[src/rtl/matmult_sched.sv]
// Round-robin scheduler sharing one matmult engine among NREQ requesters.
// Define MATMULT_SCHED_TIMEOUT_EN to enable the WAIT-state watchdog (timeout_err).
module matmult_sched #(
    parameter int NREQ = 4,
    parameter int IDXW = 2
`ifdef MATMULT_SCHED_TIMEOUT_EN
    ,
    parameter int TIMEOUT = 64
`endif
) (
    input  logic            clk,
    input  logic            rst_n,
    input  logic [NREQ-1:0] req_valid,
    output logic [NREQ-1:0] req_grant,
    output logic [IDXW-1:0] sel,
    output logic [NREQ-1:0] done_valid,
    input  logic [NREQ-1:0] done_accept,
    output logic            mm_ready,
    input  logic            mm_valid,
    output logic            mm_accept,
    output logic            busy,
    output logic [15:0]     job_count,
    output logic            timeout_err
);

    typedef enum logic [2:0] {
        S_IDLE  = 3'd0,
        S_LOAD  = 3'd1,
        S_WAIT  = 3'd2,
        S_RESP  = 3'd3,
        S_ACK   = 3'd4,
        S_DRAIN = 3'd5
    } state_t;

    state_t          r_state;
    state_t          w_next;
    logic [IDXW-1:0] r_sel;
    logic [IDXW-1:0] r_ptr;
    logic [15:0]     r_job_count;
    logic [NREQ-1:0] w_rot;
    logic [NREQ-1:0] w_onehot;
    logic [IDXW:0]   w_sum;
    logic [IDXW-1:0] w_pick;
    logic            w_found;
    logic            w_timeout;

    // Rotate requests so bit 0 is the requester at ptr; first set bit wins.
    assign w_rot = NREQ'({req_valid, req_valid} >> r_ptr);

    always_comb begin
        w_found = 1'b0;
        w_pick  = r_ptr;
        w_sum   = '0;
        for (int i = 0; i < NREQ; i++) begin
            if (!w_found && w_rot[i]) begin
                w_found = 1'b1;
                w_sum   = {1'b0, r_ptr} + (IDXW+1)'(i);
                if (w_sum >= (IDXW+1)'(NREQ))
                    w_sum = w_sum - (IDXW+1)'(NREQ);
                w_pick  = w_sum[IDXW-1:0];
            end
        end
    end

`ifdef MATMULT_SCHED_TIMEOUT_EN
    logic [15:0] r_wcnt;
    logic        r_timeout_err;

    assign w_timeout   = (r_wcnt == 16'(TIMEOUT - 1));
    assign timeout_err = r_timeout_err;

    always_ff @(posedge clk) begin
        if (!rst_n) begin
            r_wcnt        <= '0;
            r_timeout_err <= 1'b0;
        end else begin
            if (r_state == S_LOAD)
                r_wcnt <= '0;
            else if (r_state == S_WAIT)
                r_wcnt <= r_wcnt + 16'd1;
            if (r_state == S_WAIT && !mm_valid && w_timeout)
                r_timeout_err <= 1'b1;
        end
    end
`else
    assign w_timeout   = 1'b0;
    assign timeout_err = 1'b0;
`endif

    always_ff @(posedge clk) begin
        if (!rst_n)
            r_state <= S_IDLE;
        else
            r_state <= w_next;
    end

    always_comb begin
        w_next = r_state;
        case (r_state)
            S_IDLE:  if (w_found) w_next = S_LOAD;
            S_LOAD:  w_next = S_WAIT;
            S_WAIT:  if (mm_valid || w_timeout) w_next = S_RESP;
            S_RESP:  if (done_accept[r_sel]) w_next = S_ACK;
            S_ACK:   w_next = S_DRAIN;
            // Engine shows a stale valid here; it is deliberately ignored.
            S_DRAIN: w_next = S_IDLE;
            default: w_next = S_IDLE;
        endcase
    end

    always_ff @(posedge clk) begin
        if (!rst_n) begin
            r_sel       <= '0;
            r_ptr       <= '0;
            r_job_count <= '0;
        end else begin
            if (r_state == S_IDLE && w_found)
                r_sel <= w_pick;
            if (r_state == S_ACK) begin
                r_job_count <= r_job_count + 16'd1;
                r_ptr       <= (r_sel == IDXW'(NREQ - 1)) ? '0 : r_sel + 1'b1;
            end
        end
    end

    assign w_onehot   = NREQ'(1) << r_sel;
    assign sel        = r_sel;
    assign req_grant  = (r_state == S_LOAD || r_state == S_WAIT ||
                         r_state == S_RESP || r_state == S_ACK) ? w_onehot : '0;
    assign done_valid = (r_state == S_RESP) ? w_onehot : '0;
    assign mm_ready   = (r_state == S_LOAD);
    assign mm_accept  = (r_state == S_ACK);
    assign busy       = (r_state != S_IDLE);
    assign job_count  = r_job_count;

endmodule

[config.mk]
export PLATFORM = sky130hd
export DESIGN_NAME = matmult_sched
export DESIGN_NICKNAME = d
export VERILOG_FILES = /design/src/rtl/matmult_sched.sv
export SDC_FILE = /design/constraint.sdc
export NUM_CORES = 1
export LEC_CHECK = 0
export ABC_AREA = 0
export CAP_MARGIN = 15
export CORE_ASPECT_RATIO = 0.6
export CORE_MARGIN = 2
export CORE_UTILIZATION = 46
export DETAILED_ROUTE_END_ITERATION = 7
export HOLD_SLACK_MARGIN = 0.08
export PLACE_DENSITY = 0.76
export SETUP_SLACK_MARGIN = 0.02
export SLEW_MARGIN = 20
export SYNTH_ARGS = -nofsm -noshare
export SYNTH_HDL_FRONTEND = slang
export SYNTH_SLANG_ARGS = --single-unit
[constraint.sdc]
create_clock -name clk -period 2.26 [get_ports clk]
set_input_delay 0.339 -clock clk [delete_from_list [all_inputs] [get_ports clk]]
set_output_delay 0.339 -clock clk [all_outputs]
set_load 0.01 [all_outputs]
==> impl_results.md <==
- Starting density of the core: 0.501
- Worst Max-Slew Pin Slew: 0.493 ns
- Final HPWL DP: 2.40 mm
- Outcome: complete, no violations
- CTS Buf Count: 3
- PortBufs: 39
- Register area share after synthesis: 0.354
- WL/cell: 14.1 µm
- CTS tree: done
- Critical Path AT: 1.81 ns
- Hold Path Origin: job_count[15]
- RSZ-0062 raised after global routing: no
- Worst R2R Path Depth: 5
- Endpoint, Worst Hold: job_count[15]
- Layout Nets: 206
- Antenna fix cells: 0
- Critical Path Fanout Max: 12
- Synthesized flop and latch total: 23
- Grt total ovfl: 0
- Tcrit/Tclk final: 0.950
- Bufs on Longest Clock Path: 2
- Max VDD drop: 0.295 mV
- Avg Vias per Cell: 5.37
- Synth Instances: 148
- Largest net degree at the start of global routing: 17
- Core ar.: 2590 µm²
- Post-route DRC: 0
- Setup violations, final: 0
- Worst reg2reg path endpoint: job_count[15]
- Synth top area share: 0.354
- Mapped Avg Cell Area: 8.78 µm²
- Critical Path End Type: output port
- First-pass GRT wire length: 5.14 mm
- DRT Pass-1 Iters: 4
- Post-synth ARST share: 0
- Static Leak: 0.676 nW
- Largest cells by area after synthesis: dfxtp_1, and2_1, ha_1
- PD cells: 513 nW/µm²
- Clk_skew: 0.00293 ns
- Max H-tree Level: 1
- Post-synth top area cell: dfxtp_1
- Hold Path Stages: 2
- Area after DPL: 1720 µm²
- Yosys cell types: 42
- Hold Fails Final Rpt: 0
- Max-cap violation count: 0
- Startpoint types: flip-flop
- Initial antenna violation count: 0
- Routability Congestion: 0.805
- Row cnt: 14
- Clock sink count: 23
- First-iteration detailed-routing DRC count: 111
- Total power: 0.906 mW
- Height of the die: 45.2 µm
- Final TNS setup: 0 ns
- Post-synth EDFFs: 0
- Clk pin slew, worst setup/hold paths: 0.08 ns
- HP Class: reg -> reg
- Final min period: 2.15 ns
- Max Clk Rate: 466 MHz
- Pins over their slew limit: 0
- WS Path Type: reg -> out
- Routed wire length: 3.12 mm
- Ys flop type: dfxtp_1
- Reg2Reg Launch Point: r_state[2]
- Layout cell share with drive strength beyond 1: 0.0741
- Die W: 72.6 µm
- Finished Layout Cells: 221
- Minimum hold slack: 0.476 ns
- Placed cells: 217
- Finished Cell Area: 1770 µm²
- CTS root buf: clkbuf_8
- I/O Pins: 41
- Max-Slew Margin vs Limit: 0.668
- Vias: 1187
- Mapped Area: 1300 µm²
- Synthesis-to-layout area growth: 35.9%
- Syn_nets: 164
- Total GRT Usage: 0.208
- Total die area: 3280 µm²
- Hold_buf cts: 0
- Critical path required time: 1.92 ns
- Antenna viol nets, final: 0
- Vias in the first global route: 1068
- Reg2Reg Setup Slack: 0.42 ns
- Clk_lat worst skew: 0.26 ns
- Synthesis Warnings: 0
report_power, final:
group / internal [mW] / total (mW) / switching [mW]
logic: 0.113 / 0.211 / 0.0987
clock network: 0.126 / 0.251 / 0.125
registers: 0.420 / 0.444 / 0.0243
layout make-up:
class                   count  area, µm²
fillers                   215        826
multi-input cells         113        777
flip-flops and latches     23        460
repair buffers             42        413
clock buffers               4       45.0
well taps                  32       40.0
inverters                   7       31.3
per-stage QoR:
stage,worst slack (ns),utilization
floorplan,0.633,-
global placement,0.406,0.663
detailed placement,0.304,0.663
CTS,0.0943,0.681
global route,0.0522,0.681
finish,0.113,0.681
per-layer routing:
layer,track usage,part of all wire,vias to the layer above
li1,-,-,593
met4,0.0259,0,0
met1,0.310,0.53,565
met2,0.311,0.42,29
met5,0,0,-
met3,0.0536,0.044,0
logic make-up after synthesis:
family | synth area share
xor gates and xnor gates | 0.0741
other | 0.00288
adders and majority gates | 0.0481
muxes | 0.0481
buffers and inverters | 0.0500
AOI/OAI and AO/OA | 0.0837
and+or+nand+nor | 0.339
DFF | 0.354
worst max-delay path, stage by stage (launching register included):
cell and delay [ns]:
dfxtp_1 0.43, or3b_4 0.44, inv_6 0.12, clkdlybuf4s50_1 0.55
cells in the mapped netlist, drive strengths merged (4+ instances only):
library cell   n
ha             5
a21oi          9
nor2          15
inv            6
xnor2          6
nand3          4
nand2         13
nor4           4
and2          10
nand4          6
xor2           5
nand2b         5
dfxtp         23
mux2i          4
worst max-delay path by stage:
stage,start,end,cells after the start
after detailed placement,done_accept[3],r_state[1],4
final,r_state[2],mm_accept,3
after global routing,r_state[1],req_grant[0],4
after CTS,r_state[2],mm_accept,3
after floorplan,job_count[5],job_count[14],4
after global placement,done_accept[3],r_state[1],4
layout by cell type, fill, tap and decap left out, types with 2 or more instances in the layout:
cell | netlist | routed
clkdlybuf4s50_1 | 0 | 39
dfxtp_1 | 23 | 23
nor2_1 | 15 | 15
nand2_1 | 12 | 12
and2_1 | 10 | 10
a21oi_1 | 9 | 9
xnor2_1 | 6 | 6
inv_1 | 5 | 5
nand2b_1 | 5 | 5
xor2_1 | 5 | 5
nand4_1 | 5 | 5
ha_1 | 5 | 5
nor4_1 | 4 | 4
nand3_1 | 4 | 4
mux2i_1 | 4 | 4
o21ai_0 | 3 | 3
clkbuf_8 | 0 | 3
buf_4 | 2 | 3
or3_1 | 2 | 2
and3_1 | 2 | 2
nor2b_1 | 2 | 2
and4_1 | 2 | 2
what timing repair did:
action | CTS | global route
gates resized for setup | 0 | 1
buffers inserted | 0 | 0
endpoints found under the setup margin | 0 | 1
registers in the layout, indices dropped and copies added (netlist names):
signal / flops
sel: 2
r_state: 3
job_count: 16
r_ptr: 2
(Power assumes the default switching activity.)
